[src/rtl/uart_tx_responder.sv]
// Memory-mapped UART transmitter: TX FIFO, baud divider, status/control registers and
// an 8N1 serializer whose line output is registered one cycle behind the FSM state.
module uart_tx_responder #(
  parameter int unsigned FIFO_DEPTH  = 8,
  parameter logic [15:0] DEFAULT_DIV = 16'd867
) (
  input  logic        clk_i,
  input  logic        rst_ni,
  input  logic        cs_i,
  input  logic [31:0] bus_addr_i,
  input  logic [31:0] bus_wdata_i,
  input  logic        bus_we_i,
  input  logic [1:0]  bus_hb_i,
  output logic [31:0] rdata_o,
  output logic        tx_o
);
  localparam int unsigned PW = $clog2(FIFO_DEPTH);
  localparam int unsigned CW = PW + 1;

  typedef enum logic [1:0] {IDLE, START, DATA, STOP} state_t;

  state_t        state_reg;
  logic [7:0]    fifo_mem [FIFO_DEPTH];
  logic [PW-1:0] wr_ptr_reg;
  logic [PW-1:0] rd_ptr_reg;
  logic [CW-1:0] count_reg;
  logic          overflow_reg;
  logic          tx_en_reg;
  logic          tx_reg;
  logic [15:0]   baud_cnt_reg;
  logic [2:0]    bit_idx_reg;
  logic [7:0]    shift_reg;
  logic [15:0]   div_value;

  logic [1:0]  sel;
  logic        wr_en;
  logic        div_we;
  logic        push;
  logic        push_ok;
  logic        pop;
  logic        full;
  logic        empty;
  logic        busy;
  logic        bit_done;
  logic [3:0]  count4;
  logic [31:0] status_word;
  logic        unused_bits;

  assign sel      = bus_addr_i[3:2];
  assign wr_en    = cs_i & bus_we_i;
  assign div_we   = wr_en && (sel == 2'd2);
  assign full     = (count_reg == CW'(FIFO_DEPTH));
  assign empty    = (count_reg == '0);
  assign busy     = (state_reg != IDLE);
  assign push     = wr_en && (sel == 2'd0);
  assign push_ok  = push && !full;
  assign pop      = (state_reg == IDLE) && tx_en_reg && !empty;
  // Compared against the live divider so a DIV write retimes the bit in flight.
  assign bit_done = (baud_cnt_reg >= div_value);
  assign count4   = 4'(count_reg);
  assign tx_o     = tx_reg;

  assign unused_bits = ^{bus_addr_i[31:4], bus_addr_i[1:0], bus_wdata_i[31:16]};

  // Divider byte lanes: the low lane takes every DIV write, the high lane only half/word.
  genvar gi;
  for (gi = 0; gi < 2; gi++) begin : g_div_lane
    logic [7:0] lane_reg;
    always_ff @(posedge clk_i) begin
      if (!rst_ni) begin
        lane_reg <= DEFAULT_DIV[gi*8 +: 8];
      end else if (div_we && ((gi == 0) || (bus_hb_i != 2'b00))) begin
        lane_reg <= bus_wdata_i[gi*8 +: 8];
      end
    end
    assign div_value[gi*8 +: 8] = lane_reg;
  end

  always_ff @(posedge clk_i) begin
    if (push_ok) fifo_mem[wr_ptr_reg] <= bus_wdata_i[7:0];
  end

  always_ff @(posedge clk_i) begin
    if (!rst_ni) begin
      wr_ptr_reg   <= '0;
      rd_ptr_reg   <= '0;
      count_reg    <= '0;
      overflow_reg <= 1'b0;
      tx_en_reg    <= 1'b1;
    end else begin
      if (push_ok) wr_ptr_reg <= wr_ptr_reg + 1'b1;
      if (pop)     rd_ptr_reg <= rd_ptr_reg + 1'b1;
      count_reg <= count_reg + CW'(push_ok) - CW'(pop);
      if (wr_en && (sel == 2'd1) && bus_wdata_i[3]) overflow_reg <= 1'b0;
      // A dropped push wins over a simultaneous clear so the loss is never hidden.
      if (push && full) overflow_reg <= 1'b1;
      if (wr_en && (sel == 2'd3)) tx_en_reg <= bus_wdata_i[0];
    end
  end

  always_ff @(posedge clk_i) begin
    if (!rst_ni) begin
      state_reg    <= IDLE;
      baud_cnt_reg <= '0;
      bit_idx_reg  <= '0;
      shift_reg    <= '0;
      tx_reg       <= 1'b1;
    end else begin
      case (state_reg)
        START:   tx_reg <= 1'b0;
        DATA:    tx_reg <= shift_reg[0];
        default: tx_reg <= 1'b1;
      endcase

      case (state_reg)
        IDLE: begin
          if (pop) begin
            shift_reg    <= fifo_mem[rd_ptr_reg];
            baud_cnt_reg <= '0;
            bit_idx_reg  <= '0;
            state_reg    <= START;
          end
        end
        START: begin
          if (bit_done) begin
            baud_cnt_reg <= '0;
            state_reg    <= DATA;
          end else begin
            baud_cnt_reg <= baud_cnt_reg + 16'd1;
          end
        end
        DATA: begin
          if (bit_done) begin
            baud_cnt_reg <= '0;
            shift_reg    <= {1'b0, shift_reg[7:1]};
            bit_idx_reg  <= bit_idx_reg + 3'd1;
            if (bit_idx_reg == 3'd7) state_reg <= STOP;
          end else begin
            baud_cnt_reg <= baud_cnt_reg + 16'd1;
          end
        end
        default: begin
          if (bit_done) begin
            baud_cnt_reg <= '0;
            state_reg    <= IDLE;
          end else begin
            baud_cnt_reg <= baud_cnt_reg + 16'd1;
          end
        end
      endcase
    end
  end

  assign status_word = {20'h0, count4, 4'h0, overflow_reg, busy, empty, full};

  always_comb begin
    rdata_o = 32'h0;
    if (cs_i && !bus_we_i) begin
      case (sel)
        2'd1:    rdata_o = status_word;
        2'd2:    rdata_o = {16'h0, div_value};
        2'd3:    rdata_o = {31'h0, tx_en_reg};
        default: rdata_o = 32'h0;
      endcase
    end
  end
endmodule

[config.mk]
export PLATFORM = sky130hd
export DESIGN_NAME = uart_tx_responder
export DESIGN_NICKNAME = d
export VERILOG_FILES = /design/src/rtl/uart_tx_responder.sv
export SDC_FILE = /design/constraint.sdc
export NUM_CORES = 1
export LEC_CHECK = 0
export CAP_MARGIN = 20
export CELL_PAD_IN_SITES_DETAIL_PLACEMENT = 2
export CELL_PAD_IN_SITES_GLOBAL_PLACEMENT = 2
export CORE_MARGIN = 8
export CORE_UTILIZATION = 32
export CTS_BUF_LIST = sky130_fd_sc_hd__clkbuf_2
export CTS_CLUSTER_SIZE = 12
export DETAILED_ROUTE_END_ITERATION = 10
export GPL_TIMING_DRIVEN = 1
export PLACE_DENSITY_LB_ADDON = 0.15
export SETUP_SLACK_MARGIN = 0.05
export SYNTH_ARGS = -nofsm -noshare
export SYNTH_HDL_FRONTEND = slang
export SYNTH_SLANG_ARGS = --single-unit
[constraint.sdc]
create_clock -name clk_i -period 2.9 [get_ports clk_i]
set_clock_uncertainty 0.2 [all_clocks]
set_input_delay 0.58 -clock clk_i [delete_from_list [all_inputs] [get_ports clk_i]]
set_output_delay 0.58 -clock clk_i [all_outputs]
set_load 0.005 [all_outputs]
==> metrics.yaml <==
ys.warnings.count: 0
outcome: "finished, final reports clean"
cts_root_buffer: "clkbuf_2"
pins_over_their_slew_limit: 0
multiInputGateArea_sq_um: 2680
leakage_nw: 2.84
grt_pass1_wl_um: 26800
dr_wl_met3_um: 564
timing.critical_path.from: "count4[2]"
synth_cell_types: 59
drt-total-wl_um: 16600
yosysSeqAreaShare_pct: 52.1
switchingPower_mw: 1.73
num-nets-final: 717
numPlacedInstances: 821
finalWorstPathRequiredPeriod_ns: 2.75
synth_edf_count: 64
initialDrtViolationCount: 150
grt.total_usage_pct: 14.6
grt_setup_unrepaired: "yes"
irDropWorstVdd_v: 0.000326
power.total_mw: 5.10
synth_largest_type_area_fraction_pct: 31.8
critical_path_arrival_ns: 1.97
post_synth_instance_area_sq_um: 6040
final-hold-violation-count: 0
clock_tree.buffer_depth: 2
sw_frac_of_total_pct: 33.9
synth-compound-area-share_pct: 8.71
avgRoutedWirePerCell_um: 19.3
worst_skew_pair.late_latency_ns: 0.70
io_pins: 103
clock_tree.htree_level_count: 4
largest_register_ff_count: 64
setup.worst_path.class: "flip-flop to output port"
hp-start: "bus_wdata_i[12]"
timing.final.crit_share_pct: 94.9
rr_startpoint: "count4[2]"
detail_route.wirelength.met1_um: 7610
finalNonFillerCells: 862
post-route-drc-count: 0
cap_viol_max_count: 0
power.internal_mw: 3.37
die-height_um: 153
top_layer_used: "met4"
synthMuxAreaShare_pct: 10.3
layout.area.seq_sq_um: 3150
main_combinational_cell_family_by_area_after_synthesis: "simple AND/OR/NAND/NOR gates"
yosys.area_share.simple_pct: 15.4
critPathMaxFanout: 2
ys_async_sr_fraction_pct: 0
cts_inserted_buffers: 17
tightestPinTransition_ns: 0.743
die_width_um: 153
p_comb_share_pct: 35.0
global_route.overflow_total: 0
slew_headroom_pct: 50.0
cts_tree: "built"
synth.area.top_cells: "edfxtp_1 32%, dfxtp_1 20%, ha_1 6.2%"
gp_congestion: 0.756
dpl.hpwl_um: 12000
worst_setup_path_end_kind: "output port"
yosys.area_share.xor_xnor_pct: 1.16
clkSlewWorstSetupHoldPaths_ns: 0.20
drt-vias-per-instance: 4.94
number_of_antenna_violations_at_the_first_check_in_global_routing: 0
grt_max_degree: 31
synthAdderAreaFrac_pct: 6.55
core-area_sq_um: 18600
wl_met2_um: 8370
first_global_vias: 4813
synth_seq_cells: 125
drt_pass1_iterations: 4
antenna_violating_nets_post_route: 0
antenna_cells_inserted: 0
area_growth_pct: 20.2
hp-class: "input port to flip-flop"
syn_inst: 534
initial_core_util_pct: 32.5
post_synthesis_mean_instance_area_sq_um: 11.3
clock_sinks: 125
pwr-share-clk_pct: 24.3
fillCellCount: 1962
synth_top_area_cell: "edfxtp_1"
clock.fmax_mhz: 363
synth_top_flop_cell: "edfxtp_1"
sequential_power_share_pct: 40.7
dieArea_sq_um: 23500
power-per-cell-area_nw_per_um2: 703
setup.worst_path.start_class: "flip-flop"
required_ns: 2.12
port-buffer-count: 40
drive_above_1_share_pct: 21.8
timing.final.setup_violations: 0
detailroute.via_count: 4257
floorplan.rows: 50
worst max-delay path, stage by stage (launching register included):
cell and delay (ns):
dfxtp_2 0.38, inv_2 0.04, buf_4 0.12, ha_1 0.23, a32oi_2 0.19, nor2_1 0.07, dlygate4sd2_1 0.27
what timing repair did:
action,CTS,global route
setup endpoints to repair,16,12
resized for setup,40,16
setup buffers,5,4
pin swaps,2,4
hold endpoints to repair,1,0
hold buffers,1,0
cells in the mapped netlist (all sizes together), types with 6 or more instances:
| master | number |
|---|---|
| nand2 | 70 |
| a21o | 6 |
| buf | 25 |
| and2 | 21 |
| nor2b | 6 |
| inv | 33 |
| a21boi | 12 |
| a22oi | 7 |
| a21oi | 12 |
| o21ai | 17 |
| mux2i | 17 |
| nor2 | 19 |
| nand3 | 15 |
| edfxtp | 64 |
| mux2 | 8 |
| clkbuf | 13 |
| o211ai | 12 |
| nor4 | 6 |
| mux4 | 16 |
| dfxtp | 61 |
| nand2b | 11 |
| ha | 30 |
| nor3 | 9 |
cells by family after synthesis:
| family | after synthesis |
|---|---|
| multiplexers | 41 |
| buffers and inverters | 71 |
| flip-flops | 125 |
| XOR/XNOR | 8 |
| other | 1 |
| AND/OR/NAND/NOR | 179 |
| AO/OA/AOI/OAI | 78 |
| adder cells (fa/ha/maj) | 31 |
area by class of cell:
cell class | instances | share of cell area [%]
multi-input cells | 353 | 36.9
clock inverters | 14 | 2.53
well taps | 234 | 4.04
repair buffers | 86 | 10.2
flip-flops and latches | 125 | 43.4
inverters | 33 | 1.71
clock buffers | 17 | 1.17
cells in the final DEF, fill, tap and decap left out, types with 4 or more instances in the layout:
master,count
nor2b_1,4
a21boi_0,12
xnor2_1,4
buf_6,4
nor2_1,17
dfxtp_1,55
conb_1,16
and2_4,5
inv_1,28
nand2_1,70
ha_1,28
nor4_1,4
nor3_1,8
mux4_2,16
inv_6,5
clkbuf_2,18
buf_4,41
mux2_2,7
nand4_1,4
dfxtp_2,6
clkdlybuf4s50_1,20
or3_1,4
edfxtp_1,64
o211ai_1,12
a22oi_1,5
xor2_1,4
inv_2,5
and2_1,15
dlygate4sd2_1,13
dlymetal6s2s_1,4
nand2b_1,10
mux2i_1,17
a21o_1,6
a21oi_1,12
nand3_1,14
o21ai_0,16
path summary, 6_finish.rpt:
kind / to / slack (ns) / cells past startpoint
setup / recovery: rdata_o[1] / 0.15 / 6
hold / removal: g_div_lane[1].lane_reg[4] / 0.25 / 3
setup reg to reg: count4[2] / 0.22 / 12
hold reg to reg: shift_reg[3] / 0.27 / 2
per-layer routing:
metal / up-vias / GRT usage (%)
li1: 2037 / -
met1: 2150 / 17.9
met2: 64 / 25.5
met3: 6 / 3.24
met4: 0 / 4.20
met5: - / 0
stage by stage:
stage          TNS [ns]  area (sq um)  hold WS [ns]  utilization [%]  setup WS, ns
2_1_floorplan         0          6090         0.233                -         0.173
3_3_place_gp      -1.90          6830         0.240             36.8        -0.173
3_5_place_dp      -3.34          6830         0.253             36.8        -0.199
4_1_cts         -0.0291          7180         0.166             38.6       -0.0173
5_1_grt         -0.0301          7260         0.177             39.1       -0.0197
6_report              0          7260         0.252             39.1         0.147
power groups by stage:
stage | Sequential, mW | Combinational [mW] | Clock [mW]
2_1_floorplan | 2.08 | 1.19 | 0
3_3_place_gp | 2.10 | 1.63 | 0
3_5_place_dp | 2.11 | 1.70 | 0
4_1_cts | 2.07 | 1.77 | 1.29
5_1_grt | 2.09 | 1.98 | 1.37
6_report | 2.08 | 1.78 | 1.24
No activity file was read; power rests on OpenSTA's default activity.
==> variant 1 (same settings) <==
Set the parameter `FIFO_DEPTH` to 4 (it was 8).
--- a/src/rtl/uart_tx_responder.sv
+++ b/src/rtl/uart_tx_responder.sv
@@ -2,5 +2,5 @@
 // an 8N1 serializer whose line output is registered one cycle behind the FSM state.
 module uart_tx_responder #(
-  parameter int unsigned FIFO_DEPTH  = 8,
+  parameter int unsigned FIFO_DEPTH  = 4,
   parameter logic [15:0] DEFAULT_DIV = 16'd867
 ) (
Formal check against the unedited RTL: not equivalent (a bounded check fails within 10 cycles, from zero or initial values and one cycle with rst_ni low).
==> variant 1 against the original RTL <==
  * Design area shrank 24%
  * Wire length down 25%
  * Largest cell class is now multi-input combinational cells
  * Sequential power down 26%
  * First-iteration DRC count increased by 4.7%
  * Synthesized area decreased by 24%
  * Highest routed layer unchanged
  * Sequential cell count fell by 36
  * Power down 33%
  * Worst setup slack got worse by 3.8 ps
==> variant 1: results (changes against the original RTL) <==
logic_synthesis:
  synth.area.mux_share_pct: 10.6  # was 10.3%
  yosys.area_share.xor_xnor_pct: 1.33  # was 1.16%
  synthAdderAreaFrac_pct: 8.03  # was 6.55%
  synth_edf_count: 32  # was 64
  yosysTopAreaCell: "dfxtp_1"  # was edfxtp_1
  synth_area_leaders: "dfxtp_1 25%, edfxtp_1 21%, ha_1 7.6%"  # was edfxtp_1 32%, dfxtp_1 20%, ha_1 6.2%
  ys_types: 47  # was 59
  netlist_top_cells_count: "68 x nand2_1, 57 x dfxtp_1, 32 x edfxtp_1"  # was 70 x nand2_1, 64 x edfxtp_1, 61 x dfxtp_1
worst_hold_path:
  min_to: "tx_o$_SDFF_PN1_"  # was g_div_lane[1].lane_reg[4]$_SDFFE_PN0P_
cts:
  postCtsSetupBuffers: 3  # was 5
  cts_max_level: 3  # was 4
  clock_latency_ps: 600  # was 700 ps
  cts_buffers: 9  # was 17
  cts.repair.resized: 36  # was 40
  path_clk_slew_ps: 260  # was 200 ps
run_status:
  status: "complete, no violations"  # unchanged
global_routing:
  grt_usage_pct: 14.2  # was 14.6%
  first_global_vias: 3890  # was 4813
  use_met1_pct: 17.8  # was 17.9%
  grt_start_max_net_pins: 30  # was 31
  use_met3_pct: 2.73  # was 3.24%
  grt_first_pass_wirelength_um: 20400  # was 26800 µm
detailed_routing:
  wl_met2_um: 6010  # was 8370 µm
  drtIter0Drc: 157  # was 150
  wirelength_um: 12500  # was 16600 µm
  dr_wl_met3_um: 429  # was 564 µm
  via_count: 3504  # was 4257
  drt-met1-wl_um: 5840  # was 7610 µm
finish:
  final_nets: 615  # was 717
  layout.cells.non_filler: 705  # was 862
  largest_reg_flops: 32  # was 64
  drive_gt1_share_pct: 18.2  # was 21.8%
power:
  max-vdd-ir-drop_mv: 0.318  # was 0.326 mV
  p_int_mw: 2.18  # was 3.37 mW
setup_path:
  setup.worst_path.start: "bus_we_i"  # was count4[2]$_SDFF_PN0_
  cp-endpoint: "rdata_o[5]"  # was rdata_o[1]
  r2r-end: "count_reg[2]$_SDFF_PN0_"  # was count4[2]$_SDFF_PN0_
  rrSetupSlack_ps: 160  # was 220 ps
  r2r_cells: 11  # was 12
place:
  post-dp-hpwl_um: 9570  # was 12000 µm
  gp_congestion: 0.740  # was 0.756
  place_area_um2: 5310  # was 6830 µm²
  place_inst: 685  # was 821
sta:
  fin_ws_ps: 143  # was 147 ps
## variant 1: cell types whose count changed after synthesis, sizes merged, moves of 8 or more
cell,unedited run,this run
nand2b,11,3
o21ai,17,6
edfxtp,64,32
inv,33,25
a31oi,2,13
mux4,16,8
## variant 1: power groups by stage
stage	combinational (mW)	clock (mW)	sequential, mW
after floorplan	0.899	0	1.50
after global placement	1.15	0	1.55
after detailed placement	1.20	0	1.55
after CTS	1.28	0.629	1.53
after global routing	1.43	0.665	1.55
final	1.30	0.603	1.53
## variant 1: final cells by class
| class | count | area, µm² |
|---|---|---|
| fillers | 1569 | 8810 |
| well taps | 184 | 230 |
| inverters | 25 | 93.8 |
| flip-flops and latches | 89 | 2110 |
| clock buffers | 9 | 45.0 |
| multi-input cells | 318 | 2350 |
| clock inverters | 7 | 52.6 |
| repair buffers | 73 | 629 |
## variant 1: critical path, stage by stage
cell and delay (ps):
clkdlybuf4s50_1 420, buf_4 150, nand2b_4 150, nor2b_4 160
buf_6 140, and2_1 140, dlygate4sd2_1 240
==> variant 2 (same flow settings) <==
Without the edit above. Compare `count_reg` against `CW'(FIFO_DEPTH)` with >= in place of ==.
--- a/src/rtl/uart_tx_responder.sv
+++ b/src/rtl/uart_tx_responder.sv
@@ -50,5 +50,5 @@
   assign wr_en    = cs_i & bus_we_i;
   assign div_we   = wr_en && (sel == 2'd2);
-  assign full     = (count_reg == CW'(FIFO_DEPTH));
+  assign full     = (count_reg >= CW'(FIFO_DEPTH));
   assign empty    = (count_reg == '0);
   assign busy     = (state_reg != IDLE);
Check against the original RTL: no difference found for any inputs over 4 cycles, from zero or initial values and one cycle with rst_ni low; that may be too few to reach the edited logic, so the function may still have changed.
==> variant 2 against the original RTL <==
  * Critical path depth up 1
  * Worst setup slack worse by 1.9 ps
  * Via count up 1.4%
  * Clock power down 14%
  * Synthesized area up 1.3%
  * Sequential cell count unchanged
  * Power down 2.2%
  * Register-to-register slack worse by 20 ps
  * Design area up 0.86%
  * Wire length down 0.95%
  * Critical endpoint is now rdata_o[3]
==> variant 2: results (changes against the original RTL) <==
logic_synthesis:
  ys_seq_area_share_pct: 51.4  # was 52.1%
  ys_types: 60  # was 59
finish:
  final_nets: 719  # was 717
  drive_gt1_share_pct: 21.3  # was 21.8%
  fill_cells: 1976  # was 1962
detailed_routing:
  wirelength_um: 16500  # was 16600 µm
  drtIter0Drc: 190  # was 150
  dr_wl_met3_um: 464  # was 564 µm
  viasPerCell: 5.00  # was 4.94
  via_count: 4316  # was 4257
place:
  post-dp-hpwl_um: 11900  # was 12000 µm
  pre_cts_slack_ps: -154  # was -199 ps
  gp_congestion: 0.775  # was 0.756
global_routing:
  grt_start_max_net_pins: 71  # was 31
  use_met3_pct: 3.57  # was 3.24%
  grt_util_met2_pct: 23.8  # was 25.5%
  grt_first_pass_wirelength_um: 26600  # was 26800 µm
  use_met1_pct: 18.2  # was 17.9%
setup_path:
  rrSetupSlack_ps: 200  # was 220 ps
  cp-endpoint: "rdata_o[3]"  # was rdata_o[1]
  setup.worst_path.start: "bus_addr_i[3]"  # was count4[2]$_SDFF_PN0_
sta:
  hold_ws_ps: 268  # was 252 ps
  slew_headroom_pct: 55.6  # was 50.0%
run_status:
  status: "complete, no violations"  # unchanged
cts:
  path_clk_slew_ps: 180  # was 200 ps
power:
  p_leak_nw: 2.71  # was 2.84 nW
  max-vdd-ir-drop_mv: 0.444  # was 0.326 mV
worst_hold_path:
  min_to: "g_div_lane[1].lane_reg[1]$_SDFFE_PN1P_"  # was g_div_lane[1].lane_reg[4]$_SDFFE_PN0P_
[variant 2: cell count changes after synthesis, moves of 7 or more]
cell / unedited run / this run
a21boi_0: 12 / 5
mux2i_1: 17 / 27
nand2_1: 70 / 62
nand4_1: 4 / 11
nor2b_1: 6 / 13
o21ai_0: 16 / 7
[variant 2: repair_timing]
action                     CTS  global route
setup endpoints to repair   21             9
hold endpoints to repair     2             0
resized for setup           28            18
hold buffers                 1             0
setup buffers                2             4
pin swaps                    4             7
[variant 2: cells by family (layout without fill, tap and decap cells)]
kind of cell               count (synthesis)  in the layout  synth area share (%)
AOI/OAI and AO/OA                         70             70                  8.64
xor gates and xnor gates                   9              9                  1.29
adders and majority gates                 31             31                  6.47
buffers and inverters                     74            152                  5.69
DFF                                      125            125                  51.4
muxes                                     50             50                  11.6
other                                      1             16                0.0614
and+or+nand+nor                          177            177                  14.8
[variant 2: power breakdown]
group          internal (mW)  total [mW]  switching, mW  leakage [nW]
Combinational          0.938        1.84          0.901          1.50
Sequential              1.99        2.08         0.0850          1.07
Clock                  0.323        1.07          0.748         0.132
[variant 2: critical path, cell delays in order]
cell             delay (ps)
dlygate4sd2_1           260
buf_4                   160
nor2_1                   90
buf_4                   160
a22oi_1                  70
nor2_1                  130
clkdlybuf4s50_1         530
[variant 2: cell type report]
class / count / area share (%)
flip-flops and latches: 125 / 43.0
multi-input cells: 353 / 37.6
repair buffers: 89 / 10.7
well taps: 234 / 4.00
clock inverters: 14 / 1.85
inverters: 32 / 1.64
clock buffers: 17 / 1.16
[variant 2: per-stage QoR]
stage	cell area (µm²)	TNS [ps]
detailed placement	6960	-3450
global route	7320	-39.5
global placement	6960	-1530
floorplan	6170	0
finish	7320	0
CTS	7230	-139
